==> config.mk <==
export PLATFORM = sky130hd
export DESIGN_NAME = load_align_unit
export DESIGN_NICKNAME = d
export VERILOG_FILES = /design/src/rtl/load_align_unit.sv
export SDC_FILE = /design/constraint.sdc
export NUM_CORES = 1
export LEC_CHECK = 0
export CELL_PAD_IN_SITES_DETAIL_PLACEMENT = 2
export CELL_PAD_IN_SITES_GLOBAL_PLACEMENT = 2
export CORE_ASPECT_RATIO = 0.6
export CORE_MARGIN = 2
export CORE_UTILIZATION = 39
export CTS_BUF_LIST = sky130_fd_sc_hd__clkbuf_16
export DETAILED_ROUTE_END_ITERATION = 10
export DONT_BUFFER_PORTS = 1
export PLACE_DENSITY = 0.87
export SLEW_MARGIN = 30
export SYNTH_ARGS = -nofsm -noshare
export SYNTH_HDL_FRONTEND = slang
export SYNTH_SLANG_ARGS = --single-unit
export TNS_END_PERCENT = 10
==> constraint.sdc <==
create_clock -name clk -period 3 [get_ports clk]
set_input_delay 0.6 -clock clk [delete_from_list [all_inputs] [get_ports clk]]
set_output_delay 0.6 -clock clk [all_outputs]
set_load 0.01 [all_outputs]
==> src/rtl/load_align_unit.sv <==
// Load-side data memory unit: word-aligned reads, lane extraction and sign/zero extension.
// Build option MISALIGNED_SPLIT_EN enables two-read handling of word-crossing loads.
module load_align_unit (
  input  logic        clk,
  input  logic        rst,
  input  logic        ld_valid,
  output logic        ld_ready,
  input  logic [31:0] ld_addr,
  input  logic [2:0]  ld_funct3,
  output logic        mem_req,
  output logic [31:0] mem_addr,
  input  logic        mem_ack,
  input  logic [31:0] mem_rdata,
  output logic        res_valid,
  output logic [31:0] res_data,
  output logic        res_err
);

  typedef enum logic [1:0] {S_IDLE, S_REQ0, S_REQ1, S_DONE} state_t;

  state_t      r_state, w_next;
  logic [31:0] r_addr;
  logic [2:0]  r_funct3;
  logic [31:0] r_res_data;
  logic        r_res_err;
  logic        w_res_load;
  logic [31:0] w_res_data;
  logic        w_res_err;
  logic        w_bad;
  logic [31:0] w_word;

  function automatic logic f_illegal(input logic [2:0] f3);
    return (f3 == 3'b011) || (f3[2:1] == 2'b11);
  endfunction

  function automatic logic f_cross(input logic [1:0] off, input logic [1:0] sz);
    case (sz)
      2'b01:   return off == 2'b11;
      2'b10:   return off != 2'b00;
      default: return 1'b0;
    endcase
  endfunction

  // w holds {hi,lo}; the addressed bytes are shifted down to lane 0
  function automatic logic [31:0] f_extract(input logic [63:0] w, input logic [1:0] off,
                                            input logic [2:0] f3);
    logic [31:0] x;
    x = 32'(w >> {off, 3'b000});
    case (f3)
      3'b000:  return {{24{x[7]}}, x[7:0]};
      3'b001:  return {{16{x[15]}}, x[15:0]};
      3'b010:  return x;
      3'b100:  return {24'h0, x[7:0]};
      3'b101:  return {16'h0, x[15:0]};
      default: return 32'h0;
    endcase
  endfunction

`ifdef MISALIGNED_SPLIT_EN
  logic [31:0] r_lo;
  logic        w_lo_load;
  assign w_bad = f_illegal(ld_funct3);
`else
  assign w_bad = f_illegal(ld_funct3) || f_cross(ld_addr[1:0], ld_funct3[1:0]);
`endif

  assign w_word    = {r_addr[31:2], 2'b00};
  assign ld_ready  = (r_state == S_IDLE);
  assign mem_req   = (r_state == S_REQ0) || (r_state == S_REQ1);
  assign res_valid = (r_state == S_DONE);
  assign res_data  = r_res_data;
  assign res_err   = r_res_err;

  always_comb begin
    mem_addr = 32'h0;
    case (r_state)
      S_REQ0:  mem_addr = w_word;
`ifdef MISALIGNED_SPLIT_EN
      S_REQ1:  mem_addr = w_word + 32'd4;
`endif
      default: mem_addr = 32'h0;
    endcase
  end

  always_comb begin
    w_next     = r_state;
    w_res_load = 1'b0;
    w_res_data = 32'h0;
    w_res_err  = 1'b0;
`ifdef MISALIGNED_SPLIT_EN
    w_lo_load  = 1'b0;
`endif
    case (r_state)
      S_IDLE: begin
        if (ld_valid) begin
          if (w_bad) begin
            w_next     = S_DONE;
            w_res_load = 1'b1;
            w_res_err  = 1'b1;
          end else begin
            w_next = S_REQ0;
          end
        end
      end
      S_REQ0: begin
        if (mem_ack) begin
`ifdef MISALIGNED_SPLIT_EN
          if (f_cross(r_addr[1:0], r_funct3[1:0])) begin
            w_next    = S_REQ1;
            w_lo_load = 1'b1;
          end else begin
            w_next     = S_DONE;
            w_res_load = 1'b1;
            w_res_data = f_extract({32'h0, mem_rdata}, r_addr[1:0], r_funct3);
          end
`else
          w_next     = S_DONE;
          w_res_load = 1'b1;
          w_res_data = f_extract({32'h0, mem_rdata}, r_addr[1:0], r_funct3);
`endif
        end
      end
      S_REQ1: begin
`ifdef MISALIGNED_SPLIT_EN
        // high word arrives on mem_rdata; it is consumed directly, never stored
        if (mem_ack) begin
          w_next     = S_DONE;
          w_res_load = 1'b1;
          w_res_data = f_extract({mem_rdata, r_lo}, r_addr[1:0], r_funct3);
        end
`else
        w_next = S_IDLE;
`endif
      end
      default: w_next = S_IDLE;
    endcase
  end

  always_ff @(posedge clk or posedge rst) begin
    if (rst) r_state <= S_IDLE;
    else     r_state <= w_next;
  end

  always_ff @(posedge clk or posedge rst) begin
    if (rst) begin
      r_addr     <= 32'h0;
      r_funct3   <= 3'b000;
      r_res_data <= 32'h0;
      r_res_err  <= 1'b0;
`ifdef MISALIGNED_SPLIT_EN
      r_lo       <= 32'h0;
`endif
    end else begin
      if (ld_valid && ld_ready) begin
        r_addr   <= ld_addr;
        r_funct3 <= ld_funct3;
      end
`ifdef MISALIGNED_SPLIT_EN
      if (w_lo_load) r_lo <= mem_rdata;
`endif
      if (w_res_load) begin
        r_res_data <= w_res_data;
        r_res_err  <= w_res_err;
      end
    end
  end

endmodule

Word-level counts from Yosys, hierarchy flattened
Cells that the tools add are included.
{ "op_classes": {"eq_ne": 14, "shifts": 1, "mux": 14, "n_reduce_logical": 8} }
{ "ops": {"columns": ["op", "count"], "rows": [
  ["$pmux 32 s5", 1],
  ["$mux 32", 3],
  ["$shr 32x5->32", 1],
  ["$eq 2x2->1 const B", 5],
  ["$eq 3x2->1 const B", 2],
  ["$eq 3x3->1 const B", 2],
  ["$mux 2", 3],
  ["$eq 2x1->1 const B", 2],
  ["$mux 1", 4],
  ["$ne 2x2->1 const B", 2],
  ["$pmux 1 s2", 2],
  ["$pmux 2 s2", 1],
  ["$eq 3x1->1 const B", 1],
  ["$logic_not 3->1", 1],
  ["$logic_or 1x1->1", 3],
  ["$logic_not 2->1", 1],
  ["$reduce_and 2->1", 1],
  ["$reduce_bool 2->1", 1],
  ["$logic_and 1x1->1", 1]
]} }
{ "totals": {"elab_cells": 42, "reg_bits": 70} }

Longest topological paths before layout
Gate-level depths: netlist of run 1.
{ "logic_depth": {"ltp_word": 6, "ltp_mapped": 7} }

Worst setup path before layout of run 1
OpenSTA, ideal clock, no wires.
{ "synth_path": {"path_kind": "input-to-reg", "start": "input ld_funct3[0]", "end": "register r_res_data[10], in the netlist res_data[10]", "arrival_ns": 1.862, "required_ns": 2.874, "path_slack_ns": 1.012, "setup_ns": 0.126, "stages": 6, "path_cell_list": "inv_1 -> ha_1 -> a21o_1 -> a31o_2 -> clkbuf_1 -> a221o_1"} }
{ "synth_between": {"elab_chain_len": 6, "elab_cells_between_ends": 9, "cone_classes": "3 x eq/ne; 4 x mux; 2 x reduce/logical"} }
{ "synth_lines": {"columns": ["item", "line", "source"], "rows": [
  ["start, declared", "9", "input logic [2:0] ld_funct3,"],
  ["$eq 2x2->1, or another cell as far along", "37", "case (sz)"],
  ["$pmux 1 s2 or $logic_or 1x1->1 (tied branches)", "37, 33", null],
  ["$logic_or 1x1->1 (*)", "64", "assign w_bad = f_illegal(ld_funct3) || f_cross(ld_addr[1:0], ld_funct3[1:0]);"],
  ["$mux 1 (*)", "96", "if (w_bad) begin"],
  ["$mux 1 (*)", "95", "if (ld_valid) begin"],
  ["$pmux 1 s2 (*)", "93", "case (r_state)"],
  ["end signal, assigned", "162", "r_res_data <= w_res_data;"],
  ["end, declared", "24", "logic [31:0] r_res_data;"]
]} }
Mark *: on every way between the ends. The rest lies on a longest branch, timed or not.
A chain may end at the register's enable or synchronous reset.

Worst setup path in the final report of run 1
{ "layout_path": {"start": "register r_state[1]", "end": "register r_res_data[28], in the netlist res_data[28]"} }
{ "layout_between": {"elab_chain_len": 2, "elab_cells_between_ends": 4, "cone_classes": "1 x eq/ne; 2 x mux; 1 x reduce/logical"} }
{ "layout_lines": {"columns": ["item", "line", "source"], "rows": [
  ["start, declared", "21", "state_t r_state, w_next;"],
  ["start signal, assigned", "141", "else r_state <= w_next;"],
  ["$eq 2x1->1 or $logic_not 2->1 (tied branches)", "93", null],
  ["$pmux 1 s2 or $mux 32 (tied branches)", "93", null]
]} }
Parallel ways exist; a longest one is shown, timed or not.

==> summary.txt, run 1 <==
Outcome
  • Run status: complete, no violations

Placement
  • HPWL after detailed placement: 7450 um
  • Count of input and output buffers: 0
  • RePlAce Congestion: 0.808
  • Cell area reported after detailed placement: 3580 um2

Logic synthesis
  • Adder-cell area share of the yosys netlist: 2.15%
  • Ranking of synthesized cells by area: sky130_fd_sc_hd__dfrtp_1 (50%), sky130_fd_sc_hd__mux2_2 (11%), sky130_fd_sc_hd__and2_1 (5.4%)
  • Synth Register Bits: 70
  • Combinational family with the most area after synthesis: multiplexers
  • Fraction of synthesized cell area in xor and xnor cells: 0%
  • Mean instance size in the synthesized netlist: 11.7 um2
  • Mux share of post-synthesis cell area: 16.4%
  • Seq/Total Area, Yosys: 50.1%
  • Post-Synth Simple-Gate Area: 11.9%
  • Proportion of netlist area held by the largest area contributor: 50.1%
  • Yosys warning total: 0
  • Leading register cell type out of synthesis: sky130_fd_sc_hd__dfrtp_1
  • Share of async-settable or async-resettable flops after synthesis: 100%
  • Cells after Synth: 299
  • Cell type contributing the most total cell area after synthesis: sky130_fd_sc_hd__dfrtp_1
  • Post-synthesis instance area: 3490 um2
  • Area fraction in compound gates after synthesis: 15.5%
  • Post-synthesis cell type count: 41
  • Post-synth EDFFs: 0

Clocking
  • CTS-repair resized insts: 0
  • Total clock buffers created by CTS: 9
  • Clock sink count: 70
  • TritonCTS clock tree: done
  • Maximum clock insertion buffer count: 2
  • Clock Latency Late Sink: 0.34 ns
  • Htree depth: 3
  • Hold_buf cts: 0
  • CTS Root Cell: sky130_fd_sc_hd__clkbuf_16
  • Post-CTS setup buffers: 0
  • Clock slew at reported path FFs: 0.06 ns

Setup path
  • Critical Path Slowest Stage Cell: sky130_fd_sc_hd__or4_1
  • Crit end category: register
  • Largest fanout on the critical path: 9
  • Delay of the slowest cell on the worst path: 0.78 ns
  • Cell chain of the critical path: inv_1 -> ha_1 -> nand2_1 -> or4_1 -> nor2_4 -> a221o_1
  • Largest delay share family, worst path: simple AND/OR/NAND/NOR gates
  • Startpoint kind of the worst setup timing path: register
  • Arrival time reported for the critical path endpoint: 2.47 ns
  • CP Class: register to register
  • Crit path required time: 3.27 ns
  • Bufs and invs on worst path: 1
  • R2r setup slk: 0.80 ns

Timing
  • Fin Clk Skew: 0.00722 ns
  • Total count of hold-check failures in the final report: 0
  • Unrepaired setup endpoints after global routing: no
  • Fin crit share: 73.4%
  • Worst Tran Pin Value: 0.786 ns
  • Fin crit period: 2.20 ns
  • Achievable Freq: 454 MHz
  • Max transition margin: 47.6%
  • Count of endpoints failing setup in the final report: 0
  • Slew Viols, Final: 0
  • Total Neg Setup Slack: 0 ns

Layout
  • Syn-to-layout area delta: 12.2%
  • Area taken by flip-flops and latches: 1750 um2
  • # diodes: 0
  • Most common cell after layout, fill and taps aside: sky130_fd_sc_hd__dfrtp_1
  • Layout cells sized above 1: 20.0%
  • Final design area excluding fillers: 3920 um2
  • Highest-count cells in the layout ignoring fill and taps: sky130_fd_sc_hd__dfrtp_1 (70), sky130_fd_sc_hd__mux2_2 (34), sky130_fd_sc_hd__and2_1 (30)
  • Multi-input logic area: 1610 um2
  • Final-layout fill cell count: 843
  • Final #Nets: 372

Floorplan
  • Effective utilization at floorplan: 40.5%
  • DIE WIDTH: 126 um
  • Total die area: 9760 um2
  • Placement Rows: 26
  • Area of the core: 8620 um2
  • IO Count: 139
  • Die H: 77.3 um

Drt
  • DRC errors left: 0
  • Vias post-DR: 2403
  • Drt first pass iters: 4
  • Per-cell routed wire length: 24.7 um
  • Final WL: 10200 um
  • Violation count after the first detailed-route iteration: 133
  • Count of nets left with antenna violations after detail routing: 0
  • Post-detailed-route via-to-cell ratio: 5.83

Min path
  • Min-delay worst type: input pin to asynchronous set/reset pin

GRT
  • Combined global-route utilization of all metal layers: 21.5%
  • Remaining global-route overflow: 0
  • Number of antenna violations at the first check in global routing: 0
  • Vias in the first global route: 2669
  • Maximum number of pins on one net before global-route repair: 39
  • First-pass GRT wire length: 15900 um

Pwr
  • Switching part of the total power: 36.6%
  • Register share of total power: 38.6%
  • Total net switching power: 1700 uW
  • Part of the power in combinational logic: 35.4%
  • Power Internal: 2930 uW
  • Clock Power Share: 26.0%
  • LEAKAGE: 0.00181 uW
  • IR Drop Worst-Case VDD: 0.000494 V
  • P per Cell Area: 1180 nW/um2

Run
  • Number of max-cap violations: 0
[flip-flops by register name (all words and copies together) (netlist names)]
signal,flops
r_addr,32
res_data,32
r_state,2
r_funct3,3
res_err,1
[final timing paths]
kind | endpoint | depth (start not counted) | start
worst min register to register | r_addr[21] | 1 | r_addr[21]
worst max register to register | res_data[28] | 6 | r_state[1]
min in group clk | r_addr[12] | 1 | ld_addr[12]
worst max-delay path | res_data[28] | 6 | r_state[1]
worst min-delay path | r_addr[9] | 1 | rst
max in group asynchronous | res_err | 2 | rst
[cell families (layout without fill, tap and decap cells)]
kind of cell	after synthesis	after routing
AND/OR/NAND/NOR	77	77
flip-flops	70	70
AO/OA/AOI/OAI	64	64
multiplexers	52	52
buffers and inverters	29	29
adder cells (fa/ha/maj)	6	6
other	1	2
[synth_stat cells (2+ instances only)]
library cell / instances
sky130_fd_sc_hd__nand2_1: 18
sky130_fd_sc_hd__ha_1: 6
sky130_fd_sc_hd__clkbuf_1: 12
sky130_fd_sc_hd__buf_2: 3
sky130_fd_sc_hd__mux2i_1: 16
sky130_fd_sc_hd__a221o_1: 16
sky130_fd_sc_hd__and2_1: 30
sky130_fd_sc_hd__mux2_4: 2
sky130_fd_sc_hd__dfrtp_1: 70
sky130_fd_sc_hd__a211o_1: 15
sky130_fd_sc_hd__buf_1: 2
sky130_fd_sc_hd__buf_6: 2
sky130_fd_sc_hd__o21ai_0: 9
sky130_fd_sc_hd__a21o_1: 2
sky130_fd_sc_hd__a32o_1: 7
sky130_fd_sc_hd__inv_1: 8
sky130_fd_sc_hd__buf_4: 2
sky130_fd_sc_hd__a21oi_1: 5
sky130_fd_sc_hd__o22a_1: 2
sky130_fd_sc_hd__mux2_2: 34
sky130_fd_sc_hd__nor2b_1: 8
sky130_fd_sc_hd__nor2_1: 11
[metal layers]
layer	part of all wire, %	track usage [%]
met1	43	27.4
met2	47	33.5
met4	1.7	6.59
met3	8.3	8.86
met5	0	0
[worst register-to-register path: cells and delay by family (launching register included)]
family,cells,cell delay [ns]
adder cells (fa/ha/maj),1,0.18
flip-flops,1,0.40
AO/OA/AOI/OAI,1,0.20
buffers and inverters,1,0.09
AND/OR/NAND/NOR,3,1.28
[power by group through the flow]
stage	combinational [uW]	clock, uW	sequential (uW)
floorplan	1370	0	1640
global placement	1540	0	1760
detailed placement	1630	0	1800
CTS	1650	1230	1790
global route	1800	1260	1850
finish	1640	1210	1790
[area by class of cell]
cell class              count  area share, %
repair buffers              5           1.28
flip-flops and latches     70           44.7
well taps                 112           3.57
clock inverters             7           2.90
multi-input cells         201           41.1
inverters                   8          0.766
clock buffers               9           5.74
[through the flow]
step / utilization (%) / hold WS, ns / power (uW) / setup slack [ns] / std cells
finish: 45.5 / 0.269 / 4630 / 0.798 / 412
global route: 45.5 / 0.327 / 4910 / 0.716 / 412
CTS: 45.5 / 0.292 / 4670 / 0.807 / 412
detailed placement: 41.6 / 0.490 / 3440 / 0.836 / 396
global placement: 41.6 / 0.479 / 3290 / 0.912 / 396
floorplan: - / 0.471 / 3010 / 0.632 / 300
Power figures use the tool's default switching activity.
==> run 2, diff against run 1 <==
==> constraint.sdc (replaced) <==
create_clock -name clk -period 2.3 [get_ports clk]
set_input_delay 0.46 -clock clk [delete_from_list [all_inputs] [get_ports clk]]
set_output_delay 0.46 -clock clk [all_outputs]
set_load 0.01 [all_outputs]
==> run 2 against run 1 <==
Against the previous run:
- non-clock buffer count is 3 higher
- cell count up 0.73%
- first-iteration DRC count up 5.3%
- combinational power grew 32%
- via count is 1.3% higher
- power up 26%
- hold slack worse by 0.14 ns
- critical path depth is the same
- final area shrank 0.89%
- largest cell class unchanged
==> summary.txt, run 2 (synthesis gave the netlist of run 1 again) <==
Outcome
  • Run status: complete, no violations

Drt
  • Final WL: 10200 um (+0.57%)
  • Violation count after the first detailed-route iteration: 140 (+5.3%)
  • Count of nets left with antenna violations after detail routing: 0 (unchanged)
  • Vias post-DR: 2434 (+1.3%)
  • Post-detailed-route via-to-cell ratio: 5.87 (+0.56%)
  • Per-cell routed wire length: 24.6 um (-0.16%)
  • DRC errors left: 0 (unchanged)
  • Drt first pass iters: 5 (+1)

Clocking
  • Total clock buffers created by CTS: 9 (unchanged)
  • Post-CTS setup buffers: 0 (unchanged)
  • TritonCTS clock tree: done
  • Clock Latency Late Sink: 0.34 ns (about the same)
  • CTS-repair resized insts: 0 (unchanged)
  • Hold_buf cts: 0 (unchanged)
  • Clock slew at reported path FFs: 0.05 ns (about the same)
  • CTS Root Cell: sky130_fd_sc_hd__clkbuf_16
  • Htree depth: 3 (unchanged)
  • Clock sink count: 70 (unchanged)
  • Maximum clock insertion buffer count: 2 (unchanged)

GRT
  • Global routing met3 resource utilization: 8.30% (-0.56 points)
  • Vias in the first global route: 2687 (+0.67%)
  • First-pass GRT wire length: 16100 um (+1.4%)
  • Busiest grt layer: met2
  • Number of antenna violations at the first check in global routing: 0 (unchanged)
  • Combined global-route utilization of all metal layers: 21.7% (+0.22 points)
  • Maximum number of pins on one net before global-route repair: 39 (unchanged)
  • Remaining global-route overflow: 0 (unchanged)
  • Met1 global-route usage: 28.8% (+1.4 points)
  • M2 GR Usage: 33.5% (unchanged)

Layout
  • Layout cells sized above 1: 20.5% (+0.46 points)
  • Syn-to-layout area delta: 11.2%
  • Final design area excluding fillers: 3890 um2 (-0.89%)
  • Highest-count cells in the layout ignoring fill and taps: sky130_fd_sc_hd__dfrtp_1 (70), sky130_fd_sc_hd__mux2_2 (34), sky130_fd_sc_hd__and2_1 (30)
  • Final #Nets: 375 (+0.81%)
  • # diodes: 0 (unchanged)
  • Most common cell after layout, fill and taps aside: sky130_fd_sc_hd__dfrtp_1
  • Final-layout fill cell count: 843 (unchanged)

Timing
  • Total Neg Setup Slack: 0 ns (unchanged)
  • Fin crit share: 88.4% (+15 points)
  • Total count of hold-check failures in the final report: 0 (unchanged)
  • Worst Tran Pin Value: 0.715 ns (-0.0708 ns)
  • Unrepaired setup endpoints after global routing: no
  • Slew Viols, Final: 0 (unchanged)
  • Fin crit period: 2.03 ns (-0.170 ns)
  • Achievable Freq: 492 MHz (+8.4%)
  • Fin Clk Skew: 0.00970 ns (+0.00248 ns)
  • Max transition margin: 52.3% (+4.6 points)
  • Count of endpoints failing setup in the final report: 0 (unchanged)

Run
  • Number of max-cap violations: 0 (unchanged)

Setup path
  • Crit path required time: 2.51 ns (-0.76 ns)
  • Start point of the critical path: r_state[1]
  • Largest fanout on the critical path: 32 (+23)
  • Destination of the critical timing path: res_data[25]
  • Arrival time reported for the critical path endpoint: 2.25 ns (-0.22 ns)
  • Reg2Reg Depth: 6 (unchanged)
  • Crit Reg-Reg Startpoint: r_state[1]
  • R2r setup slk: 0.27 ns (-0.53 ns)
  • Worst R2R End: res_data[25]
  • Startpoint kind of the worst setup timing path: register
  • CP Class: register to register
  • Crit end category: register

Placement
  • HPWL after detailed placement: 7420 um (-0.40%)
  • RePlAce Congestion: 0.839 (+3.8%)
  • Cell area reported after detailed placement: 3610 um2 (+0.63%)
  • Count of input and output buffers: 0 (unchanged)

Floorplan
  • Effective utilization at floorplan: 40.5% (unchanged)
  • Die H: 77.3 um (unchanged)
  • IO Count: 139 (unchanged)
  • Area of the core: 8620 um2 (unchanged)
  • Total die area: 9760 um2 (unchanged)
  • Placement Rows: 26 (unchanged)
  • DIE WIDTH: 126 um (unchanged)

Pwr
  • IR Drop Worst-Case VDD: 0.000592 V (+20%)
  • Overall Power: 5820 uW (+26%)
  • LEAKAGE: 0.00181 uW (-0.27%)
  • P per Cell Area: 1500 nW/um2 (+27%)

Min path
  • Min-delay worst type: input pin to asynchronous set/reset pin
run 2: area by class of cell:
| type | instances | area (um2) | area share, % |
|---|---|---|---|
| flip-flops and latches | 70 | 1750 | 45.1 |
| multi-input cells | 201 | 1610 | 41.5 |
| clock buffers | 9 | 225 | 5.79 |
| well taps | 112 | 140 | 3.60 |
| repair buffers | 8 | 72.6 | 1.87 |
| clock inverters | 7 | 56.3 | 1.45 |
| inverters | 8 | 30.0 | 0.772 |
run 2: per-stage QoR:
stage / hold slack [ns] / util (%) / instances / setup WS, ns
floorplan: 0.471 / - / 300 / 0.0718
global placement: 0.479 / 41.8 / 399 / 0.348
detailed placement: 0.492 / 41.8 / 399 / 0.264
CTS: 0.143 / 45.1 / 415 / 0.254
global route: 0.176 / 45.1 / 415 / 0.110
finish: 0.126 / 45.1 / 415 / 0.268
run 2: worst max-delay path, cell delays in order (launching register included):
cell and delay [ns]:
sky130_fd_sc_hd__dfrtp_1 0.40, sky130_fd_sc_hd__inv_1 0.09, sky130_fd_sc_hd__ha_1 0.17, sky130_fd_sc_hd__nand2_1 0.17
sky130_fd_sc_hd__and2_0 0.21, sky130_fd_sc_hd__a31o_2 0.44, sky130_fd_sc_hd__a221o_1 0.43
run 2: worst min-delay path by stage:
| stage | endpoint | cells past startpoint | start |
|---|---|---|---|
| after floorplan | r_addr[29] | 1 | r_addr[29] |
| final | r_addr[9] | 1 | rst |
| after detailed placement | r_addr[26] | 1 | r_addr[26] |
| after global routing | r_addr[4] | 1 | rst |
| after CTS | r_addr[16] | 1 | rst |
| after global placement | r_addr[13] | 1 | r_addr[13] |
run 2: power by group:
part	internal (uW)	total (uW)	leakage, uW	switching (uW)
Clock	821	1340	0.000145	514
Sequential	1790	2320	0.000870	528
Combinational	995	2170	0.000794	1170
Total	3610	5820	0.00181	2210
run 2: metal layers:
layer,routed length [um],vias up
met5,0,-
met1,4440,1265
met4,130,0
met2,4840,82
met3,820,13
li1,-,1074
==> run 3, diff against run 2 <==
==> constraint.sdc (replaced) <==
create_clock -name clk -period 2.3 [get_ports clk]
set_input_delay 0.23 -clock clk [delete_from_list [all_inputs] [get_ports clk]]
set_output_delay 0.23 -clock clk [all_outputs]
set_load 0.01 [all_outputs]
==> run 3 against run 2 <==
Against the previous run:
- fmax shrank 4.7%
- final area grew 1.1%
- register-to-register slack got worse by 0.10 ns
- global-route usage is 0.42 points higher
- sequential power hardly changed
- critical path depth is the same
- core utilization rose by 0.49 points
- flip-flop and latch count is the same
- combinational power about the same
- clock power rose by 9.7%
- non-clock buffer count is 1 higher
- first-iteration DRC count down 14%
- critical path type unchanged
- critical endpoint is now res_data[12]
- largest cell class unchanged
- highest routed layer unchanged
==> summary.txt, run 3 (synthesis gave the netlist of run 1 again) <==
Setup path
  • Critical Path Slowest Stage Cell: sky130_fd_sc_hd__a31o_2
  • Delay of the slowest cell on the worst path: 0.44 ns (about the same)
  • Crit end category: register
  • Arrival time reported for the critical path endpoint: 2.34 ns (+0.09 ns)
  • CP Class: register to register
  • Crit Reg-Reg Startpoint: r_state[1]
  • Worst R2R End: res_data[12]
  • R2r setup slk: 0.17 ns (-0.10 ns)
  • Reg2Reg Depth: 6 (unchanged)
  • Destination of the critical timing path: res_data[12]
  • Crit path required time: 2.51 ns (about the same)
  • Startpoint kind of the worst setup timing path: register
  • Largest fanout on the critical path: 32 (unchanged)
  • Start point of the critical path: r_state[1]
  • Cell chain of the critical path: inv_1 -> ha_1 -> nand2_1 -> and2_0 -> a31o_2 -> a221o_1

Drt
  • Count of nets left with antenna violations after detail routing: 0 (unchanged)
  • Vias post-DR: 2443 (+0.37%)
  • DRC errors left: 0 (unchanged)
  • Final WL: 10600 um (+3.3%)
  • Per-cell routed wire length: 25.4 um (+3.0%)
  • Post-detailed-route via-to-cell ratio: 5.87 (+0.13%)
  • Violation count after the first detailed-route iteration: 120 (-14%)
  • Drt first pass iters: 4 (-1)

Clocking
  • Htree depth: 3 (unchanged)
  • Post-CTS setup buffers: 0 (unchanged)
  • Total clock buffers created by CTS: 9 (unchanged)
  • Clock slew at reported path FFs: 0.06 ns (about the same)
  • CTS-repair resized insts: 0 (unchanged)
  • Clock Latency Late Sink: 0.33 ns (about the same)
  • Maximum clock insertion buffer count: 2 (unchanged)
  • TritonCTS clock tree: done
  • CTS Root Cell: sky130_fd_sc_hd__clkbuf_16
  • Hold_buf cts: 1 (+1)
  • Clock sink count: 70 (unchanged)

Placement
  • Worst setup slack after placement: 0.214 ns (-0.0499 ns)
  • HPWL after detailed placement: 7390 um (-0.37%)
  • RePlAce Congestion: 0.812 (-3.2%)
  • Count of input and output buffers: 0 (unchanged)

Timing
  • Total count of hold-check failures in the final report: 0 (unchanged)
  • Fin crit period: 2.13 ns (+0.100 ns)
  • Slew Viols, Final: 0 (unchanged)
  • Total Neg Setup Slack: 0 ns (unchanged)
  • Worst Tran Pin Value: 0.723 ns (+0.00814 ns)
  • Fin Clk Skew: 0.00622 ns (-0.00348 ns)
  • Count of endpoints failing setup in the final report: 0 (unchanged)
  • Fin crit share: 92.7% (+4.4 points)
  • Worst hold slack after final layout: 0.0450 ns (-0.0809 ns)
  • Achievable Freq: 469 MHz (-4.7%)
  • Max transition margin: 51.8% (-0.47 points)
  • Post-route worst setup slack: 0.168 ns (-0.100 ns)
  • Unrepaired setup endpoints after global routing: no

GRT
  • Number of antenna violations at the first check in global routing: 1 (+1)
  • Remaining global-route overflow: 0 (unchanged)
  • Combined global-route utilization of all metal layers: 22.1% (+0.42 points)
  • Vias in the first global route: 2638 (-1.8%)
  • Maximum number of pins on one net before global-route repair: 44 (+13%)
  • First-pass GRT wire length: 16400 um (+1.6%)

Outcome
  • Run status: complete, no violations

Pwr
  • LEAKAGE: 0.00182 uW (+0.43%)
  • IR Drop Worst-Case VDD: 0.000544 V (-8.1%)
  • Overall Power: 5980 uW (+2.7%)
  • P per Cell Area: 1520 nW/um2 (+1.6%)

Layout
  • Syn-to-layout area delta: 12.5%
  • Final #Nets: 376 (+0.27%)
  • # diodes: 0 (unchanged)
  • Layout cells sized above 1: 21.1% (+0.59 points)
  • Highest-count cells in the layout ignoring fill and taps: sky130_fd_sc_hd__dfrtp_1 (70), sky130_fd_sc_hd__mux2_2 (34), sky130_fd_sc_hd__and2_1 (30)
  • Most common cell after layout, fill and taps aside: sky130_fd_sc_hd__dfrtp_1
  • Fraction of the core area covered by cells at the end of the flow: 45.6% (+0.49 points)

Floorplan
  • DIE WIDTH: 126 um (unchanged)
  • Effective utilization at floorplan: 40.5% (unchanged)
  • Total die area: 9760 um2 (unchanged)
  • Die H: 77.3 um (unchanged)
  • Placement Rows: 26 (unchanged)
  • IO Count: 139 (unchanged)
  • Area of the core: 8620 um2 (unchanged)

Min path
  • Min-delay worst type: input pin to register

Run
  • Number of max-cap violations: 0 (unchanged)
[run 3: power breakdown]
| group | internal, uW | switching (uW) |
|---|---|---|
| Sequential | 1790 | 530 |
| Combinational | 997 | 1190 |
| Clock | 941 | 532 |
[run 3: cell type report]
type                       instances  area [um2]
timing repair buffer               9        82.6
multi-input combinational        201        1610
clock inverter                     7        88.8
sequential                        70        1750
inverter                           8        30.0
tap                              112         140
fill                             836        4690
clock buffer                       9         225
[run 3: worst min-delay path by stage]
stage / from / endpoint / cells past startpoint
floorplan: mem_rdata[24] / res_data[24] / 1
global placement: rst / r_addr[6] / 1
detailed placement: rst / r_addr[6] / 1
CTS: ld_addr[28] / r_addr[28] / 1
global route: ld_addr[3] / r_addr[3] / 1
finish: mem_rdata[27] / res_data[27] / 1
[run 3: critical path: cells and delay by family (launching register included)]
family | cells | cell delay, ns
compound gates | 2 | 0.88
simple gates | 2 | 0.43
flops | 1 | 0.40
fa+ha+maj | 1 | 0.19
buf+inv | 1 | 0.10
[run 3: metrics by stage]
step	instance area, um2	instances
after CTS	3930	416
after floorplan	3500	300
after detailed placement	3610	399
final	3930	416
after global routing	3930	416
after global placement	3610	399
[run 3: routing by layer]
layer	wire [um]	track usage, %
met1	4360	28.4
met2	5080	34.7
met3	978	8.58
met4	145	6.81
met5	0	0
